File: src/rtl/moore_seq_detector_pkg.sv
// Shared constants, state encoding and the next-state table builder
// for the Moore sequence detector.
package moore_seq_detector_pkg;

    // Width of the state index; fits S0..S8 for patterns up to 8 bits.
    localparam int STATE_W    = 4;
    localparam int MAX_STATES = 9;
    // One 4-bit entry per (state, input bit) pair.
    localparam int NS_TABLE_W = MAX_STATES * 2 * STATE_W;

    typedef enum logic [3:0] {
        S0 = 4'd0,
        S1 = 4'd1,
        S2 = 4'd2,
        S3 = 4'd3,
        S4 = 4'd4,
        S5 = 4'd5,
        S6 = 4'd6,
        S7 = 4'd7,
        S8 = 4'd8
    } state_e;

    // Builds the full transition table at elaboration time. Entry for
    // (k, b) sits at bit offset (k*2+b)*4. The consumed history for state
    // Sk is the first k pattern bits; appending b and taking the longest
    // suffix that is also a pattern prefix gives the KMP next state. From
    // the full-match state without overlap the history is dropped, so only
    // the new bit is considered.
    function automatic logic [NS_TABLE_W-1:0] build_ns_table(
        input logic [7:0] pattern,
        input int         pat_w,
        input int         overlap
    );
        logic [NS_TABLE_W-1:0] tbl;
        logic [8:0]            seq;
        int                    len;
        int                    best;
        logic                  ok;
        tbl = '0;
        for (int k = 0; k < MAX_STATES; k++) begin
            for (int b = 0; b < 2; b++) begin
                if (k <= pat_w) begin
                    seq = '0;
                    if ((k == pat_w) && (overlap == 0)) begin
                        len = 1;
                    end else begin
                        len = k + 1;
                    end
                    // seq[i] is the i-th consumed bit, oldest first
                    for (int i = 0; i < 8; i++) begin
                        if (i < len - 1) begin
                            seq[i] = pattern[pat_w-1-i];
                        end
                    end
                    seq[len-1] = b[0];
                    best = 0;
                    for (int j = 1; j <= 8; j++) begin
                        if ((j <= pat_w) && (j <= len)) begin
                            ok = 1'b1;
                            for (int i = 0; i < 8; i++) begin
                                if (i < j) begin
                                    if (seq[len-j+i] != pattern[pat_w-1-i]) begin
                                        ok = 1'b0;
                                    end
                                end
                            end
                            if (ok) begin
                                best = j;
                            end
                        end
                    end
                    tbl[(k*2+b)*STATE_W +: STATE_W] = best[3:0];
                end
            end
        end
        return tbl;
    endfunction

endpackage

File: src/rtl/moore_seq_detector_seq_match_counter.sv
// Saturating match counter with synchronous clear and increment.
module seq_match_counter
    import moore_seq_detector_pkg::*;
#(
    parameter int CNT_W = 8
) (
    input  logic             clk,
    input  logic             rst,
    input  logic             clr,
    input  logic             inc,
    output logic [CNT_W-1:0] cnt
);

    logic [CNT_W-1:0] cnt_r;

    // Count matches; clear wins over increment, and the count sticks at all-ones.
    always_ff @(posedge clk or negedge rst) begin
        if (!rst) begin
            cnt_r <= '0;
        end else if (clr) begin
            cnt_r <= '0;
        end else if (inc && (cnt_r != {CNT_W{1'b1}})) begin
            cnt_r <= cnt_r + CNT_W'(1);
        end else begin
            cnt_r <= cnt_r;
        end
    end

    assign cnt = cnt_r;

endmodule

File: src/rtl/moore_seq_detector.sv
// Moore FSM serial pattern detector with a saturating match counter.
// The transition table is derived from PATTERN at elaboration time.
module moore_seq_detector
    import moore_seq_detector_pkg::*;
#(
    parameter int               PAT_W   = 4,
    parameter logic [PAT_W-1:0] PATTERN = 4'b1011,
    parameter int               OVERLAP = 1,
    parameter int               CNT_W   = 8
) (
    input  logic             clk,
    input  logic             rst,
    input  logic             en,
    input  logic             clr,
    input  logic             x,
    output logic             y,
    output logic [CNT_W-1:0] match_cnt,
    output logic [3:0]       state_o
);

    localparam logic [7:0]            PAT_EXT  = 8'(PATTERN);
    localparam logic [NS_TABLE_W-1:0] NS_TABLE = build_ns_table(PAT_EXT, PAT_W, OVERLAP);
    localparam state_e                S_FULL   = state_e'(4'(PAT_W));

    state_e state_r;
    state_e next_s;
    logic   inc_s;

    // State register; only reset, clear or a qualified sample moves it.
    always_ff @(posedge clk or negedge rst) begin
        if (!rst) begin
            state_r <= S0;
        end else begin
            state_r <= next_s;
        end
    end

    // Next-state lookup and match-event detection for the counter.
    always_comb begin
        next_s = state_r;
        inc_s  = 1'b0;
        if (clr) begin
            next_s = S0;
            inc_s  = 1'b0;
        end else if (en) begin
            next_s = state_e'(NS_TABLE[{state_r, x, 2'b00} +: STATE_W]);
            inc_s  = (next_s == S_FULL);
        end else begin
            next_s = state_r;
            inc_s  = 1'b0;
        end
    end

    seq_match_counter #(
        .CNT_W (CNT_W)
    ) u_cnt (
        .clk (clk),
        .rst (rst),
        .clr (clr),
        .inc (inc_s),
        .cnt (match_cnt)
    );

    // Outputs decode straight from the state register, so they never see x/en/clr.
    assign y       = (state_r == S_FULL);
    assign state_o = state_r;

endmodule

File: config.mk
export PLATFORM = sky130hd
export DESIGN_NAME = moore_seq_detector
export DESIGN_NICKNAME = d
export VERILOG_FILES = /design/src/rtl/moore_seq_detector_pkg.sv /design/src/rtl/moore_seq_detector_seq_match_counter.sv /design/src/rtl/moore_seq_detector.sv
export SDC_FILE = /design/constraint.sdc
export NUM_CORES = 1
export LEC_CHECK = 0
export ABC_AREA = 1
export BUFFER_PORTS_ARGS = -buffer_cell sky130_fd_sc_hd__buf_2
export CAP_MARGIN = 20
export CORE_MARGIN = 2
export CORE_UTILIZATION = 48
export CTS_BUF_LIST = sky130_fd_sc_hd__clkbuf_8 sky130_fd_sc_hd__clkbuf_16
export DETAILED_ROUTE_END_ITERATION = 10
export PLACE_DENSITY = 0.82
export SETUP_SLACK_MARGIN = 0.02
export SYNTH_ARGS = -nofsm -noshare
export SYNTH_HDL_FRONTEND = slang
export SYNTH_SLANG_ARGS = --single-unit
File: constraint.sdc
create_clock -name clk -period 2.5 [get_ports clk]
set_input_delay 0 -clock clk [delete_from_list [all_inputs] [get_ports clk]]
set_output_delay 0 -clock clk [all_outputs]
set_load 0.02 [all_outputs]
After elaboration in Yosys (flattened, before gate mapping)
Index checks and enable logic that the tools add are counted.

word-level totals
  output and inout bits = 13
  input bits = 5
  bits in registers = 12

operators by class
  add/subtract/negate cells = 1
  eq/ne operators = 3
  shifts and indexed selects = 1
  reductions and logical operators = 3
  mux-type cells = 6

operator list
  cell                     number
  $shiftx 72x8->4 const A  1
  $mux 8                   2
  $add 8x1->8 const B      1
  $eq 4x3->1 const B       2
  $mux 4                   2
  $ne 8x8->1 const B       1
  $reduce_bool 2->1        2
  $mux 1                   2
  $logic_and 1x1->1        1

Logic depth before layout (Yosys ltp)
Gate-level depths: netlist (run 1).

  depth in word-level cells = 7
  depth in mapped cells = 10

By module
A second synthesis (run 1) with hierarchy kept.

unflattened totals
  cell total of the unflattened synthesis = 114
  area total of the unflattened synthesis = 784.5 um^2

modules (own cells, without submodules)
  module              area each (um^2)  instances  cells each  sequential area each (um^2)
  seq_match_counter   511.7             1          74          200.2
  moore_seq_detector  272.8             1          40          75.1

Worst setup path after synthesis (run 1)
Ideal clock, no wire load.

  path type = register to register
  from = register state_r[0], in the netlist state_o[0]
  to = register u_cnt.cnt_r[2], in the netlist u_cnt.cnt[2]
  cell stages (with the launch flop) = 11
  clock period less this slack = 1503 ps
  library setup time = 118 ps
  setup slack = 997 ps
  arrival = 1384 ps
  data required time = 2382 ps
  path buffers = 0
  cells stage by stage = dfrtp_1 -> inv_1 -> ha_1 -> inv_1 -> nand3_1 -> nand3_2 -> nand2_2 -> inv_2 -> nand2_4 -> nand3_1 -> nand2_1

between the ends
  longest elaborated chain between the ends = 6

RTL lines
  what                                RTL line                                    source
  from (decl)                         moore_seq_detector.sv:25                    state_e state_r;
  from (signal assigned)              moore_seq_detector.sv:34                    state_r <= next_s;
  $shiftx 72x8->4                     moore_seq_detector.sv:46                    next_s = state_e'(NS_TABLE[{state_r, x, 2'b00} +: STATE_W]);
  $eq 4x3->1                          moore_seq_detector.sv:47                    inc_s = (next_s == S_FULL);
  $mux 1                              moore_seq_detector.sv:45                    end else if (en) begin
  $mux 1                              moore_seq_detector.sv:42                    if (clr) begin
  $logic_and 1x1->1                   moore_seq_detector_seq_match_counter.sv:22  end else if (inc && (cnt_r != {CNT_W{1'b1}})) begin
  $reduce_bool 2->1 (no source line)  n/a
  to (signal assigned)                moore_seq_detector_seq_match_counter.sv:23  cnt_r <= cnt_r + CNT_W'(1);
  to (signal assigned)                moore_seq_detector_seq_match_counter.sv:25  cnt_r <= cnt_r;
  to (decl)                           moore_seq_detector_seq_match_counter.sv:14  logic [CNT_W-1:0] cnt_r;

Every way passes these cells.
A chain may end at the register's enable or synchronous reset.

Worst setup path in the final report (run 1)
  from = register state_r[0], in the netlist state_o[0]
  to = register u_cnt.cnt_r[3], in the netlist u_cnt.cnt[3]

Same word-level chain as after synthesis.

==> results of run 1 <==
[cells in the final DEF (no fill, tap or decap), drive strengths merged]
cell type,count
nor2,8
clkbuf,3
dlygate4sd3,1
or2,1
clkinv,1
o22ai,1
nand2,28
ha,5
nor3,1
xor2,5
nand3,24
buf,16
conb,1
o21ai,2
dfrtp,11
inv,16
[report_power, final]
part / switching (mW) / internal, mW / total (mW)
Combinational: 0.0281 / 0.0127 / 0.0408
Clock: 0.0613 / 0.107 / 0.169
Sequential: 0.00253 / 0.180 / 0.183
[area by class of cell]
type                    count  area (sq um)
clock buffers               3          41.3
repair buffers             17          90.1
flip-flops and latches     11           275
fillers                   149           598
inverters                  16          62.6
multi-input cells          76           450
clock inverters             1          3.75
well taps                  16          20.0
[routing by layer]
| layer | vias to the layer above | wire [um] |
|---|---|---|
| li1 | 366 | - |
| met1 | 326 | 719 |
| met2 | 19 | 790 |
| met3 | 5 | 85 |
| met4 | 0 | 25 |
| met5 | - | 0 |
[through the flow]
stage	instance area, sq um	hold WS [ps]	std cells	total power [mW]
floorplan	801	-296	105	0.212
global placement	888	-116	135	0.224
detailed placement	888	-121	135	0.225
CTS	943	58.2	140	0.398
global route	943	86.1	140	0.411
finish	943	68.3	140	0.392
[worst max-delay path: stages, from the launching register on]
cell     delay, ps
dfrtp_1        390
inv_1          100
ha_1           280
inv_1           60
nand3_1         80
nand3_2        100
nand2_2         80
nor2_4         190
nand3_1        110
nand2_1         80
[logic make-up (layout without fill, tap and decap cells)]
kind of cell / Yosys count / in the layout / share of synthesized area [%]
xor gates and xnor gates: 5 / 5 / 5.47
DFF: 11 / 11 / 34.4
AOI/OAI and AO/OA: 3 / 3 / 2.03
and+or+nand+nor: 62 / 62 / 40.5
buffers and inverters: 18 / 37 / 9.37
other: 1 / 1 / 0.468
adders and majority gates: 5 / 5 / 7.81
[registers in the layout, indices dropped and copies added, names as in the netlist]
name and cells:
u_cnt.cnt 8, state_o 3
[worst max path at each step]
stage / cells past startpoint / end / slack [ps] / startpoint
after floorplan: 10 / u_cnt.cnt[2] / 1000 / state_o[0]
after global placement: 9 / u_cnt.cnt[2] / 1060 / state_o[0]
after detailed placement: 9 / u_cnt.cnt[3] / 990 / state_o[0]
after CTS: 9 / u_cnt.cnt[3] / 980 / state_o[0]
after global routing: 9 / u_cnt.cnt[2] / 880 / state_o[0]
final: 9 / u_cnt.cnt[3] / 990 / state_o[0]
[cells in the mapped netlist, types with 2 or more instances]
cell type	number	area [sq um]
nand2_1	24	90.1
nand3_1	20	100
dfrtp_1	11	275
inv_1	10	37.5
ha_1	5	62.6
nor2_1	5	18.8
xor2_1	5	43.8
inv_2	4	15.0
nand3_2	4	40.0
nand2_2	3	18.8
nor2_4	3	33.8
o21ai_1	2	10.0
==> impl_metrics.env, run 1 <==
export IMPL_drtIter0Drc=8
export IMPL_cp_required_ps=2680
export IMPL_finalSetupViolCount=0
export IMPL_yosysSeqAreaShare_pct=34.4
export IMPL_grt_busiest_layer="met2"
export IMPL_met1_usage_pct=22.6
export IMPL_grt_pass1_wl_um=2770
export IMPL_ant_nets=0
export IMPL_post_route_drc_count=0
export IMPL_synth_enable_flop_cells=0
export IMPL_finalCritPeriodShare_pct=60.4
export IMPL_dieArea_sq_um=2010
export IMPL_die_height_um=44.8
export IMPL_start_kind="register"
export IMPL_hold_viol=0
export IMPL_root_buffer="clkbuf_8"
export IMPL_end_kind="register"
export IMPL_place_congestion=0.840
export IMPL_whs_path_depth=3
export IMPL_rows=14
export IMPL_grt_use_met3_pct=7.20
export IMPL_dpl_worst_slack_ps=991
export IMPL_holdPathEnd="state_o[1]"
export IMPL_synthCells=105
export IMPL_cts_buffers=3
export IMPL_drive_above_1_share_pct=29.0
export IMPL_antenna_cells=0
export IMPL_coreArea_sq_um=1540
export IMPL_timing_rr_start="state_o[0]"
export IMPL_ctsResizeCount=0
export IMPL_drv_cap=0
export IMPL_start_util_pct=51.9
export IMPL_io_pins=18
export IMPL_cts_tree="built"
export IMPL_dp_hpwl_um=1260
export IMPL_grt_max_degree=19
export IMPL_fin_nets=135
export IMPL_portBuffers=16
export IMPL_synth_warnings=0
export IMPL_via_count=716
export IMPL_firstDrtPassIters=4
export IMPL_slew_viol_final=0
export IMPL_grt_met2_usage_pct=32.8
export IMPL_fmax_mhz=663
export IMPL_reg2regPathDepth=9
export IMPL_clkTransAtPathRegs_ps=40
export IMPL_regToRegSetupSlack_ps=990
export IMPL_cts_sinks=11
export IMPL_grt_ovfl_total=0
export IMPL_clk_latency_ps=240
export IMPL_rsz0062_at_grt="false"
export IMPL_worstSetupPathType="register to register"
export IMPL_ys_types=21
export IMPL_final_setup_tns_ps=0
export IMPL_status="complete, no violations"
export IMPL_wl_um=1620
export IMPL_htree_levels=1
export IMPL_synth_seq_cells=11
export IMPL_grt_usage_pct=19.4
export IMPL_worst_slack_ps=991
export IMPL_synth_flop_cell="dfrtp_1"
export IMPL_hold_buffers=1
export IMPL_viasPerCell=5.11
export IMPL_syn_area_per_cell_sq_um=7.63
export IMPL_grt_pass1_vias=645
export IMPL_path_max_fanout=8
export IMPL_synthesis_nets=115
export IMPL_crit_arrival_ps=1680
export IMPL_r2r_end="u_cnt.cnt[3]"
export IMPL_hold_path_class="input pin to register"
export IMPL_p_leak_nw=0.548
export IMPL_power_density_nw_per_um2=416
export IMPL_worstHoldStart="en"
export IMPL_drt_wirelength_per_cell_um=11.6
export IMPL_clock_skew_ps=0.457
export IMPL_die_w_um=44.8
export IMPL_antenna_found_initial=0
export IMPL_postCtsSetupRepairBufs=0
export IMPL_ys_async_sr_fraction_pct=100
export IMPL_ir_drop_mv=0.331
export IMPL_clockBufferDepth=2
export IMPL_final_util_pct=61.2
export IMPL_synth_area_sq_um=801
export IMPL_post_route_min_period_ps=1510
export IMPL_area_growth_pct=17.8
No activity file was read; power rests on OpenSTA's default activity.
==> run 2, diff against run 1 <==
clock period = 1.51 ns   (was 2.5 ns; I/O delays follow)
==> run 2 against run 1 <==
Global-route usage is 0.10 points lower. First-iteration DRC count is 25% higher. Power is 77% higher. Clock skew hardly changed. Via count is 6.3% higher. Register-to-register slack worse by 970 ps. Sequential power is 65% higher. Cell count is 3.6% higher. Combinational power is 130% higher. Critical path type unchanged. Highest routed layer unchanged.
==> impl_metrics.env, run 2 (synthesis gave the netlist of run 1 again) <==
export IMPL_rsz0062_at_grt="true"
export IMPL_dieArea_sq_um=2010
export IMPL_ant_nets=0
export IMPL_post_route_min_period_ps=1490
export IMPL_crit_path_cell_trace="inv_2, ha_4, inv_2, nand3_2, nand3_2, nand2_4, nor2_4, nand3_2, nand2_1"
export IMPL_grt_pass1_vias=671
export IMPL_cts_buffers=3
export IMPL_placed_area_sq_um=897
export IMPL_slowest_stage="dfrtp_2"
export IMPL_grt_usage_pct=19.3
export IMPL_path_common_cell="nand3_2"
export IMPL_start_util_pct=51.9
export IMPL_worstSetupPathType="register to register"
export IMPL_antenna_found_initial=0
export IMPL_die_w_um=44.8
export IMPL_clkTransAtPathRegs_ps=50
export IMPL_fin_nets=140
export IMPL_largest_register_ffs=8
export IMPL_grt_pass1_wl_um=2850
export IMPL_crit_path_max_incr_delay_ps=410
export IMPL_rows=14
export IMPL_p_leak_nw=0.569
export IMPL_final_util_pct=69.2
export IMPL_dp_hpwl_um=1230
export IMPL_holdWs_ps=70.2
export IMPL_grt_ovfl_total=0
export IMPL_coreArea_sq_um=1540
export IMPL_worst_slack_ps=19.4
export IMPL_clk_latency_ps=240
export IMPL_status="complete, no violations"
export IMPL_design_area_sq_um=1070
export IMPL_grt_max_degree=19
export IMPL_crit_buf_inv=2
export IMPL_post_route_drc_count=0
export IMPL_drt_wirelength_per_cell_um=13.2
export IMPL_firstDrtPassIters=4
export IMPL_crit_arrival_ps=1670
export IMPL_io_pins=18
export IMPL_ir_drop_mv=0.512
export IMPL_fillCellCount=125
export IMPL_antenna_cells=0
export IMPL_cpLargestDelayFamily="simple AND/OR/NAND/NOR gates"
export IMPL_power_density_nw_per_um2=649
export IMPL_root_buffer="clkbuf_8"
export IMPL_start_kind="register"
export IMPL_cp_required_ps=1680
export IMPL_htree_levels=1
export IMPL_final_common_cell="nand2_1"
export IMPL_final_cell_mix="23 x nand2_1, 16 x buf_2, 13 x nand3_2, 11 x nand3_1, 10 x dfrtp_1"
export IMPL_die_height_um=44.8
export IMPL_hold_path_class="input pin to register"
export IMPL_fmax_mhz=671
export IMPL_finalSetupViolCount=0
export IMPL_drive_above_1_share_pct=44.2
export IMPL_clockBufferDepth=2
export IMPL_multiInputGateArea_sq_um=531
export IMPL_place_congestion=0.800
export IMPL_cts_sinks=11
export IMPL_regArea_sq_um=277
export IMPL_slew_viol_final=0
export IMPL_clock_skew_ps=0.854
export IMPL_end_kind="register"
export IMPL_area_growth_pct=33.1
export IMPL_viasPerCell=5.25
export IMPL_drtIter0Drc=10
export IMPL_dpl_worst_slack_ps=17.1
export IMPL_via_count=761
export IMPL_portBuffers=16
export IMPL_wl_um=1910
export IMPL_drv_cap=0
export IMPL_hold_viol=0
export IMPL_cts_tree="built"
export IMPL_finalCritPeriodShare_pct=98.7
export IMPL_path_max_fanout=8
## run 2: report_power, final
part	switching (mW)	total, mW	internal [mW]	leakage, nW
clock	0.116	0.295	0.179	0.0269
sequential	0.00381	0.302	0.298	0.151
combinational	0.0594	0.0952	0.0358	0.390
## run 2: path summary, 6_finish.rpt
path | startpoint | to | slack, ps | cells after the start
worst max register to register | state_o[0] | u_cnt.cnt[7] | 20 | 9
worst max-delay path | state_o[0] | u_cnt.cnt[7] | 20 | 9
max in group asynchronous | rst | state_o[0] | 1130 | 2
worst min-delay path | en | state_o[1] | 70 | 3
worst min register to register | u_cnt.cnt[1] | u_cnt.cnt[1] | 560 | 2
min in group asynchronous | rst | state_o[1] | 160 | 2
## run 2: what timing repair did
item	4_1_cts	5_1_grt
buffers inserted	1	3
pin swaps	1	17
resized for setup	1	17
setup endpoints to repair	7	8
endpoints found under the hold margin	11	0
hold buffers	1	0
## run 2: through the flow
step                      total power, mW  std cells  TNS [ps]
after global placement              0.371        136         0
after detailed placement            0.374        136         0
after CTS                           0.666        142         0
after global routing                0.716        145      -336
after floorplan                     0.352        105         0
final                               0.692        145         0
## run 2: metal layers
layer	vias up	global-route usage (%)	wire length [um]
li1	379	-	-
met1	363	24.3	828
met2	15	33.9	991
met3	4	3.60	76
met4	0	5.29	13
met5	-	0	0
## run 2: worst reg2reg max path, cell delays in order, from the launching register on
cell and delay [ps]:
dfrtp_2 410, inv_2 90, ha_4 210, inv_2 50
nand3_2 70, nand3_2 100, nand2_4 70, nor2_4 240
nand3_2 100, nand2_1 80
## run 2: final cells by class
cell class	instances	area share (%)
clock buffer	3	3.87
clock inverter	1	0.352
inverter	16	5.87
multi-input combinational	76	49.8
sequential	11	25.9
tap	16	1.88
timing repair buffer	22	12.3
